`src/rtl/muldiv_sequencer.sv`:
```
// muldiv_sequencer: multi-cycle RV32M multiply/divide unit with its own sequencer.
// Runs a radix-2 shift-add (multiply) or restoring shift-subtract (divide) loop,
// one bit per cycle, while holding the upstream pipeline with stall.
// Ports:
//   clk, rst        - clock (rising edge), synchronous active-high reset
//   start, op       - request and opcode (0 MUL, 1 MULH, 2 DIV, 3 DIVU, 4 REM, 5 REMU, 6/7 MUL)
//   op_a, op_b      - rs1 / rs2 operand values
//   rd_in           - destination register id travelling with the op
//   flush           - synchronous abort; returns to IDLE without a result
//   stall           - hold upstream pipeline while an op is accepted or in flight
//   valid_out       - one-cycle pulse; result and rd_out are valid
//   result, rd_out  - registered result and destination id
module muldiv_sequencer #(
  parameter int WIDTH = 32,
  parameter int ID_W  = 5
) (
  input  logic             clk,
  input  logic             rst,
  input  logic             start,
  input  logic [2:0]       op,
  input  logic [WIDTH-1:0] op_a,
  input  logic [WIDTH-1:0] op_b,
  input  logic [ID_W-1:0]  rd_in,
  input  logic             flush,
  output logic             stall,
  output logic             valid_out,
  output logic [WIDTH-1:0] result,
  output logic [ID_W-1:0]  rd_out
);

  localparam int CNT_W = (WIDTH > 1) ? $clog2(WIDTH) : 1;
  localparam logic [CNT_W-1:0] LAST = CNT_W'(WIDTH - 1);

  typedef enum logic [1:0] {S_IDLE, S_RUN, S_SPECIAL, S_DONE} state_t;

  state_t             r_state, w_state_next;
  logic [CNT_W-1:0]   r_counter;
  logic [2:0]         r_op;
  logic [ID_W-1:0]    r_rd;
  logic               r_neg_q;     // quotient / MULH product must be negated
  logic               r_neg_r;     // remainder must be negated (dividend sign)
  logic [2*WIDTH-1:0] r_acc;       // product accumulator
  logic [2*WIDTH-1:0] r_x;         // multiplicand, shifted left each iteration
  logic [WIDTH-1:0]   r_y;         // multiplier (shifts right) or dividend/quotient (shifts left)
  logic [WIDTH-1:0]   r_b;         // divisor magnitude
  logic [WIDTH-1:0]   r_rem;       // partial remainder, always < divisor
  logic [WIDTH-1:0]   r_sp_res;    // result precomputed for divide-by-zero / overflow
  logic [WIDTH-1:0]   r_result;
  logic [ID_W-1:0]    r_rd_out;

  // Request-side decode and special-case detection at latch time.
  logic             w_accept, w_in_signed, w_in_div, w_a_neg, w_b_neg;
  logic             w_div_zero, w_ovf, w_special;
  logic [WIDTH-1:0] w_a_mag, w_b_mag, w_sp_res;

  assign w_accept    = (r_state == S_IDLE) && start && !flush;
  assign w_in_signed = (op == 3'd1) || (op == 3'd2) || (op == 3'd4);
  assign w_in_div    = (op >= 3'd2) && (op <= 3'd5);
  assign w_a_neg     = w_in_signed && op_a[WIDTH-1];
  assign w_b_neg     = w_in_signed && op_b[WIDTH-1];
  assign w_a_mag     = w_a_neg ? -op_a : op_a;
  assign w_b_mag     = w_b_neg ? -op_b : op_b;
  assign w_div_zero  = w_in_div && (op_b == '0);
  assign w_ovf       = ((op == 3'd2) || (op == 3'd4)) &&
                       (op_a == {1'b1, {(WIDTH-1){1'b0}}}) && (op_b == '1);
  assign w_special   = w_div_zero || w_ovf;

  always_comb begin
    w_sp_res = '0;
    if (w_div_zero) begin
      w_sp_res = (op == 3'd2 || op == 3'd3) ? '1 : op_a;
    end else if (op == 3'd2) begin
      w_sp_res = {1'b1, {(WIDTH-1){1'b0}}};
    end
  end

  // One iteration of the datapath.
  logic               w_is_mulh, w_is_div;
  logic [WIDTH:0]     w_shift, w_diff;
  logic               w_borrow;
  logic [WIDTH-1:0]   w_rem_next, w_quot_next, w_final;
  logic [2*WIDTH-1:0] w_acc_next, w_prod_s;

  assign w_is_mulh = (r_op == 3'd1);
  assign w_is_div  = (r_op >= 3'd2) && (r_op <= 3'd5);

  // Remainder stays below the divisor, so the (WIDTH+1)-bit difference
  // lies in (-divisor, divisor) and its top bit is the borrow.
  assign w_shift     = {r_rem, r_y[WIDTH-1]};
  assign w_diff      = w_shift - {1'b0, r_b};
  assign w_borrow    = w_diff[WIDTH];
  assign w_rem_next  = w_borrow ? w_shift[WIDTH-1:0] : w_diff[WIDTH-1:0];
  assign w_quot_next = {r_y[WIDTH-2:0], ~w_borrow};
  assign w_acc_next  = r_y[0] ? (r_acc + r_x) : r_acc;
  assign w_prod_s    = r_neg_q ? -w_acc_next : w_acc_next;

  // Final result from the last iteration's next values, so it can be
  // registered on the edge into DONE.
  always_comb begin
    w_final = w_acc_next[WIDTH-1:0];
    case (r_op)
      3'd1:    w_final = w_prod_s[2*WIDTH-1:WIDTH];
      3'd2:    w_final = r_neg_q ? -w_quot_next : w_quot_next;
      3'd3:    w_final = w_quot_next;
      3'd4:    w_final = r_neg_r ? -w_rem_next : w_rem_next;
      3'd5:    w_final = w_rem_next;
      default: w_final = w_acc_next[WIDTH-1:0];
    endcase
  end

  // FSM state register.
  always_ff @(posedge clk) begin
    if (rst) begin
      r_state <= S_IDLE;
    end else begin
      r_state <= w_state_next;
    end
  end

  // FSM next state and outputs.
  always_comb begin
    w_state_next = r_state;
    stall        = 1'b0;
    valid_out    = 1'b0;
    case (r_state)
      S_IDLE: begin
        if (start && !flush) begin
          stall        = 1'b1;
          w_state_next = w_special ? S_SPECIAL : S_RUN;
        end
      end
      S_RUN: begin
        stall = 1'b1;
        if (r_counter == LAST) begin
          w_state_next = S_DONE;
        end
      end
      S_SPECIAL: begin
        stall        = 1'b1;
        w_state_next = S_DONE;
      end
      S_DONE: begin
        valid_out    = 1'b1;
        w_state_next = S_IDLE;
      end
      default: w_state_next = S_IDLE;
    endcase
    if (flush) begin
      w_state_next = S_IDLE;
    end
  end

  // Datapath and output registers.
  always_ff @(posedge clk) begin
    if (rst) begin
      r_counter <= '0;
      r_op      <= '0;
      r_rd      <= '0;
      r_neg_q   <= 1'b0;
      r_neg_r   <= 1'b0;
      r_acc     <= '0;
      r_x       <= '0;
      r_y       <= '0;
      r_b       <= '0;
      r_rem     <= '0;
      r_sp_res  <= '0;
      r_result  <= '0;
      r_rd_out  <= '0;
    end else begin
      if (w_accept) begin
        r_counter <= '0;
        r_op      <= op;
        r_rd      <= rd_in;
        r_neg_q   <= w_a_neg ^ w_b_neg;
        r_neg_r   <= w_a_neg;
        r_acc     <= '0;
        r_x       <= {{WIDTH{1'b0}}, w_a_mag};
        r_y       <= w_in_div ? w_a_mag : w_b_mag;
        r_b       <= w_b_mag;
        r_rem     <= '0;
        r_sp_res  <= w_sp_res;
      end else if (r_state == S_RUN) begin
        r_counter <= r_counter + CNT_W'(1);
        if (w_is_div) begin
          r_rem <= w_rem_next;
          r_y   <= w_quot_next;
        end else begin
          r_acc <= w_acc_next;
          r_x   <= r_x << 1;
          r_y   <= r_y >> 1;
        end
      end
      if (w_state_next == S_DONE) begin
        r_result <= (r_state == S_SPECIAL) ? r_sp_res : w_final;
        r_rd_out <= r_rd;
      end
    end
  end

  assign result = r_result;
  assign rd_out = r_rd_out;

endmodule
```
`config.mk`:
```
export PLATFORM = sky130hd
export DESIGN_NAME = muldiv_sequencer
export DESIGN_NICKNAME = d
export VERILOG_FILES = /design/src/rtl/muldiv_sequencer.sv
export SDC_FILE = /design/constraint.sdc
export NUM_CORES = 1
export LEC_CHECK = 0
export CAP_MARGIN = 20
export CORE_ASPECT_RATIO = 0.9
export CORE_MARGIN = 1.5
export CORE_UTILIZATION = 40
export CTS_BUF_LIST = sky130_fd_sc_hd__clkbuf_4
export DETAILED_ROUTE_END_ITERATION = 10
export GPL_TIMING_DRIVEN = 1
export SETUP_SLACK_MARGIN = 0.05
export SLEW_MARGIN = 10
export SYNTH_ARGS = -nofsm -noshare
export SYNTH_HDL_FRONTEND = slang
export SYNTH_SLANG_ARGS = --single-unit
export TNS_END_PERCENT = 1
```
`constraint.sdc`:
```
create_clock -name clk -period 7.7 [get_ports clk]
set_clock_uncertainty 0.1 [all_clocks]
set_input_delay 0.77 -clock clk [delete_from_list [all_inputs] [get_ports clk]]
set_output_delay 0.77 -clock clk [all_outputs]
set_load 0.03 [all_outputs]
```
==> flow_summary.json <==
{
  "crit_path_end": "result[26]$_SDFFE_PP0N_",
  "syn2layout_area_growth_pct": 11.2,
  "cts_made_buffers": 93,
  "post_cts_resize_count": 0,
  "rr_endpoint": "result[26]$_SDFFE_PP0N_",
  "clock_latency_ns": 0.93,
  "drc": 0,
  "start_util_pct": 40.3,
  "ys_warn_count": 0,
  "htree_levels": 3,
  "cpMaxStageDelayCell": "or3b_2",
  "cts_tree": "yes",
  "slew_viol_final": 0,
  "ys_seq_elements": 310,
  "yosysSeqAreaShare_pct": 25.2,
  "antenna_found_initial": 5,
  "p_per_area_mw_per_mm2": 179,
  "placedCellCount": 4186,
  "synth.distinct_cells": 99,
  "critPathArrivalTime_ns": 6.89,
  "crit_path_end_kind": "register",
  "reg2reg_depth": 23,
  "p_leak_nw": 9.76,
  "final_util_pct": 44.9,
  "cp.required_ns": 8.40,
  "fillCellCount": 6394,
  "setup_violations": 0,
  "cts_max_path_buffers": 3,
  "avgSynthCellArea_um2": 7.10,
  "synthFlopType": "dfxtp_1",
  "postCtsHoldBufs": 0,
  "synth_edf_count": 0,
  "ff2ff_setup_slack_ns": 1.51,
  "dp_hpwl_um": 77900,
  "setup-tns-final_ns": 0,
  "via_per_inst": 6.24,
  "cap_viol_max_count": 0,
  "cp_cell_sequence": "inv_1, ha_1, fa_1, nor2b_1, o211ai_1, a21boi_1, o31a_2, o211ai_1, mux2_2, nor2_4, inv_1, nor2_1, a21oi_1, ha_1, or3b_2, nor3b_1, a31oi_1, or4_1, o21a_1, xnor2_1, a21oi_1, o21ai_0, a32o_1",
  "r2r_start": "r_y[31]$_SDFFE_PP0P_",
  "final_common_cell": "nand2_1",
  "netlist_instances": 3472,
  "io_buffers": 114,
  "grt_pass1_vias": 24234,
  "core_region_area_mm2": 0.0611,
  "synth.cell_area_mm2": 0.0246,
  "first_pass_iters": 9,
  "tightest_slew_ns": 1.17,
  "grt_pass1_wl_um": 154000,
  "ant_nets": 0,
  "run_status": "complete, no violations",
  "die_w_um": 265,
  "gp_congestion": 0.995,
  "wl_um": 102000,
  "min_path_cells": 2,
  "slew_headroom_pct": 21.6,
  "cp-startpoint": "r_y[31]$_SDFFE_PP0P_",
  "drt_iter0_drc": 3664,
  "clkTransAtPathRegs_ns": 0.08,
  "die_y_um": 239,
  "placed_area_mm2": 0.0262,
  "dieArea_mm2": 0.0631,
  "rsz0062_at_grt": "false",
  "io_pins": 115,
  "clock_sinks": 310,
  "post_cts_buffers": 0,
  "critPathLaunchType": "register",
  "cpPeakStageDelay_ns": 0.49,
  "fin_crit_sh_pct": 80.3,
  "max_clock_freq_mhz": 162,
  "irDropWorstVdd_mv": 0.119,
  "grt_max_degree": 128,
  "async_reset_ff_share_pct": 0,
  "postLayoutCellArea_mm2": 0.0274,
  "finalCriticalPeriod_ns": 6.19,
  "mostFrequentLayoutCells": "509 x nand2_1, 439 x nor2_1, 326 x a21oi_1",
  "overflow": 0,
  "num_rows": 86,
  "final_nets": 3674,
  "critical_path_class": "register to register",
  "grt_usage_pct": 31.5,
  "hold_class": "input port to register",
  "cp.depth": 23,
  "clockRootBuffer": "clkbuf_4",
  "num_vias": 27140,
  "synth_fp_nets": 3657,
  "critical_path.top_delay_family": "compound AO/OA/AOI/OAI gates",
  "drive_gt1_share_pct": 7.21,
  "crit_buf_inv": 2,
  "drt-wirelength-per-cell_um": 23.4,
  "instances_no_fill": 4352,
  "crit_fanout": 7,
  "hold_violations": 0
}
metal layers:
| metal | wire length, µm | track usage [%] | share of wire [%] |
|---|---|---|---|
| met1 | 45600 | 46.3 | 45 |
| met2 | 40000 | 43.6 | 39 |
| met3 | 12500 | 8.57 | 12 |
| met4 | 3670 | 10.9 | 3.6 |
| met5 | 12 | 0 | 0.012 |
Yosys cell counts, drive strengths merged (30+ instances only):
master    n  area, µm²
nand2   512       1920
nor2    442       1660
a21oi   328       1650
dfxtp   310       6210
o21ai   217       1090
clkbuf  193        726
a211oi  141       1080
xnor2   113        990
ha      107       1340
xor2     91        797
nor3     90        472
inv      78        293
mux2i    66        661
o211ai   65        502
nand3    58        295
nand4    47        294
buf      42        201
a21o     40        302
a311oi   37        324
a31oi    37        250
or3      31        195
o221ai   30        263
flip-flops by register name, indices dropped and copies added, names as in the netlist:
| name | flops |
|---|---|
| r_x | 64 |
| r_y | 32 |
| r_counter | 5 |
| result | 32 |
| r_neg_q | 1 |
| r_rd | 5 |
| r_state | 2 |
| rd_out | 5 |
| r_acc | 64 |
| r_sp_res | 32 |
| r_rem | 32 |
| r_neg_r | 1 |
| r_op | 3 |
| r_b | 32 |
logic make-up after synthesis:
logic type,after synthesis,share of synthesized area (%)
flip-flops,310,25.2
buffers and inverters,313,4.95
AO/OA/AOI/OAI,1092,28.9
AND/OR/NAND/NOR,1365,24.9
adder cells (fa/ha/maj),109,5.59
multiplexers,79,3.27
XOR/XNOR,204,7.25
power by group:
part,switching [mW],internal [mW],total (mW),leakage [nW]
Combinational,0.985,0.482,1.47,6.55
Sequential,0.101,1.67,1.77,2.52
Clock,0.847,0.813,1.66,0.684
Total,1.93,2.97,4.90,9.76
layout make-up:
cell class / instances / area [µm²] / share of cell area [%]
antenna: 7 / 17.5 / 0.0639
multi-input combinational: 2849 / 17300 / 63.0
clock buffer: 129 / 968 / 3.53
clock inverter: 30 / 180 / 0.657
sequential: 310 / 6210 / 22.7
tap: 792 / 991 / 3.61
timing repair buffer: 157 / 1470 / 5.38
inverter: 78 / 293 / 1.07
how the worst min path moves through the flow:
stage          slack [ns]                         to                       from
6_report             0.17  r_sp_res[31]$_SDFFE_PP0P_                        rst
3_5_place_dp         0.34   r_sp_res[1]$_SDFFE_PP0P_   r_sp_res[1]$_SDFFE_PP0P_
2_1_floorplan        0.32  r_sp_res[20]$_SDFFE_PP0P_  r_sp_res[20]$_SDFFE_PP0P_
4_1_cts              0.14       r_b[31]$_SDFFE_PP0P_                        rst
3_3_place_gp         0.33   r_sp_res[5]$_SDFFE_PP0P_   r_sp_res[5]$_SDFFE_PP0P_
5_1_grt              0.17  r_sp_res[31]$_SDFFE_PP0P_                        rst
per-stage QoR:
stage	worst slack, ns	total power [mW]	hold WS (ns)
2_1_floorplan	1.85	2.73	0.318
3_3_place_gp	1.81	3.23	0.334
3_5_place_dp	1.68	3.22	0.338
4_1_cts	1.64	4.88	0.138
5_1_grt	1.17	5.12	0.171
6_report	1.51	4.90	0.173
Power figures use the tool's default switching activity.
